`config.mk`:
```
export PLATFORM = sky130hd
export DESIGN_NAME = rr_arbiter_8_flat
export DESIGN_NICKNAME = d
export VERILOG_FILES = /design/src/rtl/rr_arbiter_8_if.sv /design/src/rtl/rr_arbiter_8.sv /design/src/flat_wrapper.sv
export SDC_FILE = /design/constraint.sdc
export NUM_CORES = 1
export LEC_CHECK = 0
export BUFFER_PORTS_ARGS = -buffer_cell sky130_fd_sc_hd__buf_2
export CAP_MARGIN = 20
export CORE_MARGIN = 2
export CORE_UTILIZATION = 53
export CTS_BUF_LIST = sky130_fd_sc_hd__clkbuf_4 sky130_fd_sc_hd__clkbuf_8 sky130_fd_sc_hd__clkbuf_16
export CTS_CLUSTER_SIZE = 25
export DETAILED_ROUTE_END_ITERATION = 8
export HOLD_SLACK_MARGIN = 0.08
export PLACE_DENSITY = 0.69
export SYNTH_ARGS = -nofsm -noshare
export SYNTH_HDL_FRONTEND = slang
export SYNTH_SLANG_ARGS = --single-unit
```
`constraint.sdc`:
```
create_clock -name clk -period 11.5 [get_ports clk]
set_input_delay 0.575 -clock clk [delete_from_list [all_inputs] [get_ports clk]]
set_output_delay 0.575 -clock clk [all_outputs]
set_load 0.005 [all_outputs]
```
`src/rtl/rr_arbiter_8_if.sv`:
```
// Request/grant bundle between a set of requesters and the round-robin
// arbiter. The arbiter owns the grant side (slave modport); whatever drives
// the request lines and the enable uses the master modport.
interface rr_arbiter_8_if #(
   parameter int N_REQ = 8,
   parameter int IDX_W = 3
);
   logic             en;
   logic [N_REQ-1:0] req;
   logic [N_REQ-1:0] gnt;
   logic [IDX_W-1:0] gnt_idx;
   logic             gnt_valid;

   // Requester side: drives enable and requests, observes the grant.
   modport master (
      output en,
      output req,
      input  gnt,
      input  gnt_idx,
      input  gnt_valid
   );

   // Arbiter side: samples enable and requests, drives the registered grant.
   modport slave (
      input  en,
      input  req,
      output gnt,
      output gnt_idx,
      output gnt_valid
   );
endinterface

```
`src/rtl/rr_arbiter_8.sv`:
```
// Eight-way round-robin arbiter with a bounded hold time.
// Grants are registered: a request sampled at one edge shows up on gnt one
// cycle later. The owner keeps the grant while it requests, but once it has
// held it MAX_HOLD cycles and somebody else is waiting it is preempted.
// A lone requester is never preempted; the hold counter saturates instead.
module rr_arbiter_8 #(
   parameter int N_REQ    = 8,
   parameter int IDX_W    = 3,
   parameter int MAX_HOLD = 4
) (
   input logic           clk,
   input logic           rst_n,
   rr_arbiter_8_if.slave bus
);

   localparam int HOLD_W = (MAX_HOLD < 1) ? 1 : $clog2(MAX_HOLD + 1);
   localparam logic [HOLD_W-1:0] HOLD_MAX = HOLD_W'(MAX_HOLD);
   localparam logic [HOLD_W-1:0] HOLD_ONE = HOLD_W'(1);

   typedef enum logic {
      ST_IDLE  = 1'b0,
      ST_GRANT = 1'b1
   } state_t;

   // Registered state and its next-state counterparts.
   state_t            state_q,     state_d;
   logic [IDX_W-1:0]  ptr_q,       ptr_d;
   logic [HOLD_W-1:0] hold_q,      hold_d;
   logic [N_REQ-1:0]  gnt_q,       gnt_d;
   logic [IDX_W-1:0]  gnt_idx_q,   gnt_idx_d;
   logic              gnt_valid_q, gnt_valid_d;

   // Search inputs and result.
   logic [IDX_W-1:0]  search_base;
   logic [N_REQ-1:0]  search_mask;
   logic [IDX_W-1:0]  win_idx;
   logic              win_found;

   // Decision strobes produced by the FSM.
   logic              grant_new;
   logic              go_idle;

   // Where the circular search starts and which requests take part.
   // While idle the search starts at the stored pointer; while granted it
   // starts just past the owner and skips the owner itself, so a hit means
   // "someone else is waiting". gnt_q is zero when idle, so masking with it
   // leaves the full request vector in that case.
   always_comb begin
      search_base = (state_q == ST_GRANT) ? (gnt_idx_q + IDX_W'(1)) : ptr_q;
      search_mask = bus.req & ~gnt_q;
   end

   // Circular first-set search: base, base+1, ... wrapping modulo N_REQ.
   // The index arithmetic is IDX_W bits wide, so the wrap is implicit.
   always_comb begin
      logic [IDX_W-1:0] cand;
      cand      = '0;
      win_idx   = '0;
      win_found = 1'b0;
      for (int k = 0; k < N_REQ; k++) begin
         cand = search_base + IDX_W'(k);
         if (!win_found && search_mask[cand]) begin
            win_found = 1'b1;
            win_idx   = cand;
         end
      end
   end

   // State register plus registered grant outputs; reset acts at once.
   always_ff @(posedge clk or negedge rst_n) begin
      if (!rst_n) begin
         state_q     <= ST_IDLE;
         ptr_q       <= '0;
         hold_q      <= '0;
         gnt_q       <= '0;
         gnt_idx_q   <= '0;
         gnt_valid_q <= 1'b0;
      end else begin
         state_q     <= state_d;
         ptr_q       <= ptr_d;
         hold_q      <= hold_d;
         gnt_q       <= gnt_d;
         gnt_idx_q   <= gnt_idx_d;
         gnt_valid_q <= gnt_valid_d;
      end
   end

   // Next-state logic: decide between new grant, keep, or drop to idle.
   always_comb begin
      state_d     = state_q;
      ptr_d       = ptr_q;
      hold_d      = hold_q;
      gnt_d       = gnt_q;
      gnt_idx_d   = gnt_idx_q;
      gnt_valid_d = gnt_valid_q;
      grant_new   = 1'b0;
      go_idle     = 1'b0;

      unique case (state_q)
         ST_IDLE: begin
            // Nothing owned: grant the first request found from the pointer.
            if (bus.en && win_found) begin
               grant_new = 1'b1;
            end
         end
         ST_GRANT: begin
            if (!bus.en) begin
               // Enable removed: give up the resource regardless of requests.
               go_idle = 1'b1;
            end else if (!bus.req[gnt_idx_q]) begin
               // Owner released: hand over in the same edge if anyone waits,
               // so consecutive grants have no idle bubble.
               if (win_found) begin
                  grant_new = 1'b1;
               end else begin
                  go_idle = 1'b1;
               end
            end else if ((hold_q == HOLD_MAX) && win_found) begin
               // Owner used up its slot and others are waiting: preempt.
               grant_new = 1'b1;
            end else if (hold_q != HOLD_MAX) begin
               // Keep the owner; count up but never past the limit.
               hold_d = hold_q + HOLD_ONE;
            end
         end
         default: begin
            go_idle = 1'b1;
         end
      endcase

      if (grant_new) begin
         state_d     = ST_GRANT;
         gnt_d       = N_REQ'(1) << win_idx;
         gnt_idx_d   = win_idx;
         gnt_valid_d = 1'b1;
         hold_d      = HOLD_ONE;
         ptr_d       = win_idx + IDX_W'(1);
      end

      // gnt_idx is left alone so it keeps naming the last owner.
      if (go_idle) begin
         state_d     = ST_IDLE;
         gnt_d       = '0;
         gnt_valid_d = 1'b0;
         hold_d      = '0;
         ptr_d       = gnt_idx_q + IDX_W'(1);
      end
   end

   assign bus.gnt       = gnt_q;
   assign bus.gnt_idx   = gnt_idx_q;
   assign bus.gnt_valid = gnt_valid_q;

endmodule

```
`src/flat_wrapper.sv`:
```
// flat-port wrapper written by rule: the top's interface ports become plain ports
module rr_arbiter_8_flat 
#(
   parameter int N_REQ    = 8,
   parameter int IDX_W    = 3,
   parameter int MAX_HOLD = 4
)
  (clk, rst_n, bus_en, bus_req, bus_gnt, bus_gnt_idx, bus_gnt_valid);
  rr_arbiter_8_if #(.N_REQ(N_REQ), .IDX_W(IDX_W)) bus_i ();
  input logic clk;
  input logic rst_n;
  input wire logic [$bits(bus_i.en)-1:0] bus_en;
  input wire logic [$bits(bus_i.req)-1:0] bus_req;
  output wire logic [$bits(bus_i.gnt)-1:0] bus_gnt;
  output wire logic [$bits(bus_i.gnt_idx)-1:0] bus_gnt_idx;
  output wire logic [$bits(bus_i.gnt_valid)-1:0] bus_gnt_valid;
  assign bus_i.en = bus_en;
  assign bus_i.req = bus_req;
  assign bus_gnt = bus_i.gnt;
  assign bus_gnt_idx = bus_i.gnt_idx;
  assign bus_gnt_valid = bus_i.gnt_valid;
  rr_arbiter_8 #(.N_REQ(N_REQ), .IDX_W(IDX_W), .MAX_HOLD(MAX_HOLD)) u_core (.clk(clk), .rst_n(rst_n), .bus(bus_i));
endmodule
```
## Word-level counts from Yosys, hierarchy flattened

Index checks and enable logic that the tools add are counted.

| operators by class | value |
|---|---|
| $lt $le $gt $ge | 9 |
| shift operators | 1 |
| eq/ne operators | 3 |
| reductions and logical operators | 22 |
| $add $sub $neg | 10 |
| $mul | 0 |
| muxes and demuxes | 58 |
| bitwise gates (word level) | 3 |
| div/mod/pow operators | 0 |

Operators with widths:

| operator | number |
|---|---|
| 3-bit two-way mux | 18 |
| 3-bit by 4-bit < comparator with 1-bit output (second input constant) | 9 |
| 1-bit two-way mux | 28 |
| 1-bit binary-select mux with 3-bit select | 9 |
| 8-bit two-way mux | 2 |
| 3-bit by 1-bit adder with 3-bit output (second input constant) | 4 |
| 3-bit adder (second input constant) | 4 |
| 3-bit nonzero test | 4 |
| 1-bit logical AND | 9 |
| 8-bit bitwise AND | 1 |
| 8-bit inverter | 1 |
| 1-bit by 3-bit left shift with 8-bit output (first input constant) | 1 |
| 1-bit logical NOT | 7 |
| 3-bit by 2-bit adder with 3-bit output (second input constant) | 2 |
| 5-bit AND reduction | 1 |
| 3-bit == test (second input constant) | 1 |
| 3-bit by 1-bit != test with 1-bit output (second input constant) | 1 |
| 3-bit != test (second input constant) | 1 |
| 1-bit case mux with 2 select lines | 1 |
| 2-bit nonzero test | 1 |
| 1-bit inverter | 1 |

| word-level totals | value |
|---|---|
| bits in read-only memories | 0 |
| register bits | 18 |
| input port bits | 11 |
| output and inout bits | 12 |
| memories | 0 |
| bits in latches | 0 |
| word-level logic and storage cells | 111 |
| RAM bits | 0 |

## Longest topological paths before layout

| depth | value |
|---|---|
| word-level depth | 33 |
| depth in mapped cells | 18 |
| gate-level depth less buffers | 16 |

## Worst setup path before layout

Ideal clock, no wire load.

| path | value |
|---|---|
| kind | register to register |
| start | register u_core.gnt_idx_q[0] (netlist: u_core.bus.gnt_idx[0]) |
| end | register u_core.ptr_q[2] |
| buffers on the path | 2 |
| cell stages (with the launch flop) | 18 |
| slack | 7.059 ns |
| required time | 11.374 ns |
| clock period less this slack | 4.441 ns |
| library setup time | 0.126 ns |
| arrival | 4.315 ns |
| cells stage by stage | dfrtp_1 > ha_1 > mux2_4 > buf_12 > ha_1 > clkbuf_1 > or3b_2 > a211oi_1 > nor2_2 > a32oi_1 > a221o_2 > nor3_1 > o32ai_1 > nand2_1 > ha_1 > ha_1 > nor2_1 > a221o_1 |

| between the ends | value |
|---|---|
| elaborated cells on any way between the ends | 73 |
| those cells by class | add/sub: 9; mux: 47; reduce/logical: 17 |

RTL lines:

| item | line | source |
|---|---|---|
| start, declared | rr_arbiter_8.sv:30 | `logic [IDX_W-1:0] gnt_idx_q, gnt_idx_d;` |
| start signal, assigned | rr_arbiter_8.sv:83 | `gnt_idx_q <= gnt_idx_d;` |
| 3-bit by 1-bit adder with 3-bit output * | rr_arbiter_8.sv:49 | `search_base = (state_q == ST_GRANT) ? (gnt_idx_q + IDX_W'(1)) : ptr_q;` |
| 3-bit two-way mux * | rr_arbiter_8.sv:49 |  |
| branches (longest 23 deep; another with 3-bit by 1-bit adder with 3-bit output) | -- |  |
| 3-bit two-way mux * | rr_arbiter_8.sv:62 | `if (!win_found && search_mask[cand]) begin` |
| via u_core.win_idx[0] | rr_arbiter_8.sv:36 | `logic [IDX_W-1:0] win_idx;` |
| 3-bit by 1-bit adder with 3-bit output * | rr_arbiter_8.sv:137 | `ptr_d = win_idx + IDX_W'(1);` |
| 3-bit two-way mux * | rr_arbiter_8.sv:131 | `if (grant_new) begin` |
| 3-bit two-way mux * | rr_arbiter_8.sv:141 | `if (go_idle) begin` |
| end signal, assigned | rr_arbiter_8.sv:80 | `ptr_q <= ptr_d;` |
| end, declared | rr_arbiter_8.sv:27 | `logic [IDX_W-1:0] ptr_q, ptr_d;` |

Mark *: on every way through the listed nets, which the timed path passes. The select of a mux whose other input is x is not followed.
A chain may end at the register's enable or synchronous reset.

## Worst setup path in the final report

| path | value |
|---|---|
| start | register u_core.state_q |
| end | register u_core.ptr_q[2] |

| between the ends | value |
|---|---|
| elaborated cells on any way between the ends | 71 |
| those cells by class | add/sub: 8; mux: 45; bitwise: 1; reduce/logical: 17 |

RTL lines:

| item | line | source |
|---|---|---|
| start, declared | rr_arbiter_8.sv:26 | `state_t state_q, state_d;` |
| start signal, assigned | rr_arbiter_8.sv:79 | `state_q <= state_d;` |
| 3-bit two-way mux * | rr_arbiter_8.sv:49 |  |
| branches (longest 23 deep; another with 3-bit by 1-bit adder with 3-bit output) | -- |  |
| 3-bit two-way mux * | rr_arbiter_8.sv:62 |  |
| via u_core.win_idx[0] | rr_arbiter_8.sv:36 |  |
| 3-bit by 1-bit adder with 3-bit output * | rr_arbiter_8.sv:137 |  |
| 3-bit two-way mux * | rr_arbiter_8.sv:131 |  |
| 3-bit two-way mux * | rr_arbiter_8.sv:141 |  |

Marks and branches as above.

==> impl_results.md <==
* GRT Util Overall at 24.5%
* Global route total overflow at 0
* Final ANT Viol Nets at 0
* Slew Viols, Final at 0
* CP Cell Sequence: nor2b_4 > nor2_4 > inv_2 > ha_1 > or3b_2 > a211oi_1 > nor2_2 > a32oi_1 > a221o_2 > nor3_1 > o32ai_1 > nand2_1 > ha_1 > ha_1 > nor2_1 > a221o_1
* Clk Latency, worst-skew pair at 0.25 ns
* Synth area leader: dfrtp_1
* CTS max path bufs at 2
* Initial Util at 55.4%
* Vias in the first global route at 1,594
* Status: completed
* Placer Congestion at 0.910
* CTS Buf Count at 3
* Chip width at around 66 um
* Setup total negative slack at 0 ns
* Hold Worst Slack at 0.244 ns
* Multi-input logic area at 1460 um^2
* Share of cells above drive strength 1 at 28.6%
* Layout area overhead at 8.01%
* Number of setup buffers added after CTS at 0
* Largest net degree at the start of global routing at 19
* Max-slew headroom at a little under three fifths
* FF+latch count, synth at 18
* Dpl hpwl at 3810 um
* Unique cell type count in the Yosys netlist at 63
* Nets at between 200 and 300
* Antenna violations before repair at 0
* Crit-path max FO at 12
* Top-area cell type share of the netlist area at 22.2%
* Area post-placement at 2140 um^2
* Arr. time, crit path at 4.89 ns
* Filler cells at 327
* Required time of the critical path at 11.63 ns
* DR vias/cell at 6.15
* Clock root cell: clkbuf_8
* Maxcap violations at 0
* Chip height at approximately 66 um
* Register clock-pin slew on the reported worst setup and hold paths at 0.07 ns
* CTS tree: done
* Worst Skew at 0.00143 ns
* Top Ports at 23
* Sequential cell area at 450 um^2
* Type of origin of the critical path: flip-flop
* DRT iter0 DRCs at between 100 and 150
* Final Cycle Share at between 40 and 50%
* Synth Instances at around 210
* Worst Setup End Kind: flip-flop
* Final core occ at 59.9%
* Finished Cell Area at 2190 um^2
* CTS resizes at 0
* Slew @ Worst Pin at 0.657 ns
* Minimum clock period at 4.75 ns
* Post-synth ARST share at 100%
* ANT cells at 0
* Cells on worst reg2reg path at 16
* First-pass GRT wire length at 8120 um
* CP max stage delay at 0.54 ns
* H-tree levels at 1
* YS warnings at 0
* Startpoint of the worst register-to-register path: u_core.state_q$_DFFE_PN0P_
* Fmax at 210 MHz
* Register area share after synthesis at roughly 22%
* EDFF count, synth at 0
* # port buffers at 22
* Worst Setup SP: u_core.state_q$_DFFE_PN0P_
* Row count at 22
* CTS Hold Buffers Added at 0
* Hold WC Path Type: in -> async
* RSZ-0062 raised after global routing: no
* Mean post-synth cell area at 9.57 um^2
* Worst path slowest cell: dfrtp_1
* Synth area leaders: dfrtp_1 22%, mux2i_1 9.4%, ha_1 6.8%, mux2_2 4.4%, nand2b_1 3.4%
* Core Region at 3660 um^2
* Syn Nets at 234
* Initial DRT Pass Iterations at 4
* Crit path top cell by count: ha_1
* Post-Route WL at 4860 um
* Drt wl/cell at 17.4 um
* Synth Cell Area at 2030 um^2
* DRC viols at 0
* Vias at 1,715
* Top cells by count, synth: 19 x mux2i_1, 18 x dfrtp_1, 12 x nand2_1
* Main synth FF type: dfrtp_1
* Final count of hold timing violations at 0
* Setup Viol. Count Final at 0
* Die footprint at between 4000 and 5000 um^2
* WS Path Type: reg -> reg
* Clk sinks at 18
* Count leader, synth: mux2i_1
## layout by cell type (no fill, tap or decap), types with 3 or more instances in the layout
cell      Yosys  layout
nand2b_1     11      11
or3b_2        4       4
a21o_1        3       3
nor3_1        8       8
a22o_2        4       4
clkbuf_8      0       4
mux2i_2       3       3
nand3_1       6       6
o22ai_1       3       3
a22o_1        3       3
a31oi_1       4       4
nand3b_1      5       5
inv_1         9       9
buf_2         1      22
mux2_2        8       8
a21oi_1       7       7
a211oi_1      3       3
ha_1         11      11
mux2i_1      19      19
nand2_1      12      12
dfrtp_1      18      18
xnor2_1       4       4
nor2_1        9       9
o21ai_0       4       4
## final cells by class
type	count	share of cell area, %
multi-input combinational	176	66.7
sequential	18	20.5
tap	48	2.74
inverter	11	2.45
clock buffer	4	2.51
timing repair buffer	22	5.02
## registers in the layout, indices dropped and copies added (netlist names)
name and cells:
u_core.hold_q 3, u_core.bus.gnt 8, u_core.ptr_q 3, u_core.bus.gnt_idx 3
u_core.state_q 1
## critical path: cells and delay by family, from the launching register on
family / cells / cell delay [ns]
compound gates: 5 / 1.49
fa+ha+maj: 3 / 0.98
buf+inv: 1 / 0.15
flops: 1 / 0.54
simple gates: 7 / 1.45
## per-layer routing
metal	up-vias	global-route usage [%]	share of wire, %
met5	-	0	0
met4	0	7.29	2.2
met3	10	1.53	2.4
met2	34	42.4	50
met1	824	32.7	46
li1	847	-	-
## cell families (layout without fill, tap and decap cells)
family | count (synthesis) | after routing | share of synthesized area (%)
flip-flops | 18 | 18 | 22.2
AO/OA/AOI/OAI | 54 | 54 | 21.3
buffers and inverters | 18 | 37 | 5.73
XOR/XNOR | 7 | 7 | 3.76
adder cells (fa/ha/maj) | 11 | 11 | 6.78
multiplexers | 34 | 34 | 19.9
AND/OR/NAND/NOR | 70 | 70 | 20.3
## per-stage QoR
stage          setup WS, ns  instances
6_report               6.75        279
2_1_floorplan          7.06        212
3_5_place_dp           6.83        275
4_1_cts                6.79        279
5_1_grt                6.31        279
3_3_place_gp           6.91        275
## worst paths after layout
path | endpoint | slack [ns]
min | u_core.hold_q[0]$_DFFE_PN0P_ | 0.24
min in group clk | u_core.ptr_q[2]$_DFFE_PN0P_ | 0.53
max | u_core.ptr_q[2]$_DFFE_PN0P_ | 6.75
min reg2reg | u_core.ptr_q[2]$_DFFE_PN0P_ | 0.53
max in group asynchronous | u_core.bus.gnt[5]$_DFFE_PN0P_ | 10.97
max reg2reg | u_core.ptr_q[2]$_DFFE_PN0P_ | 6.75
Power is not shown: default switching activity piles up to over one toggle a cycle in this logic, so the estimate is an artifact.
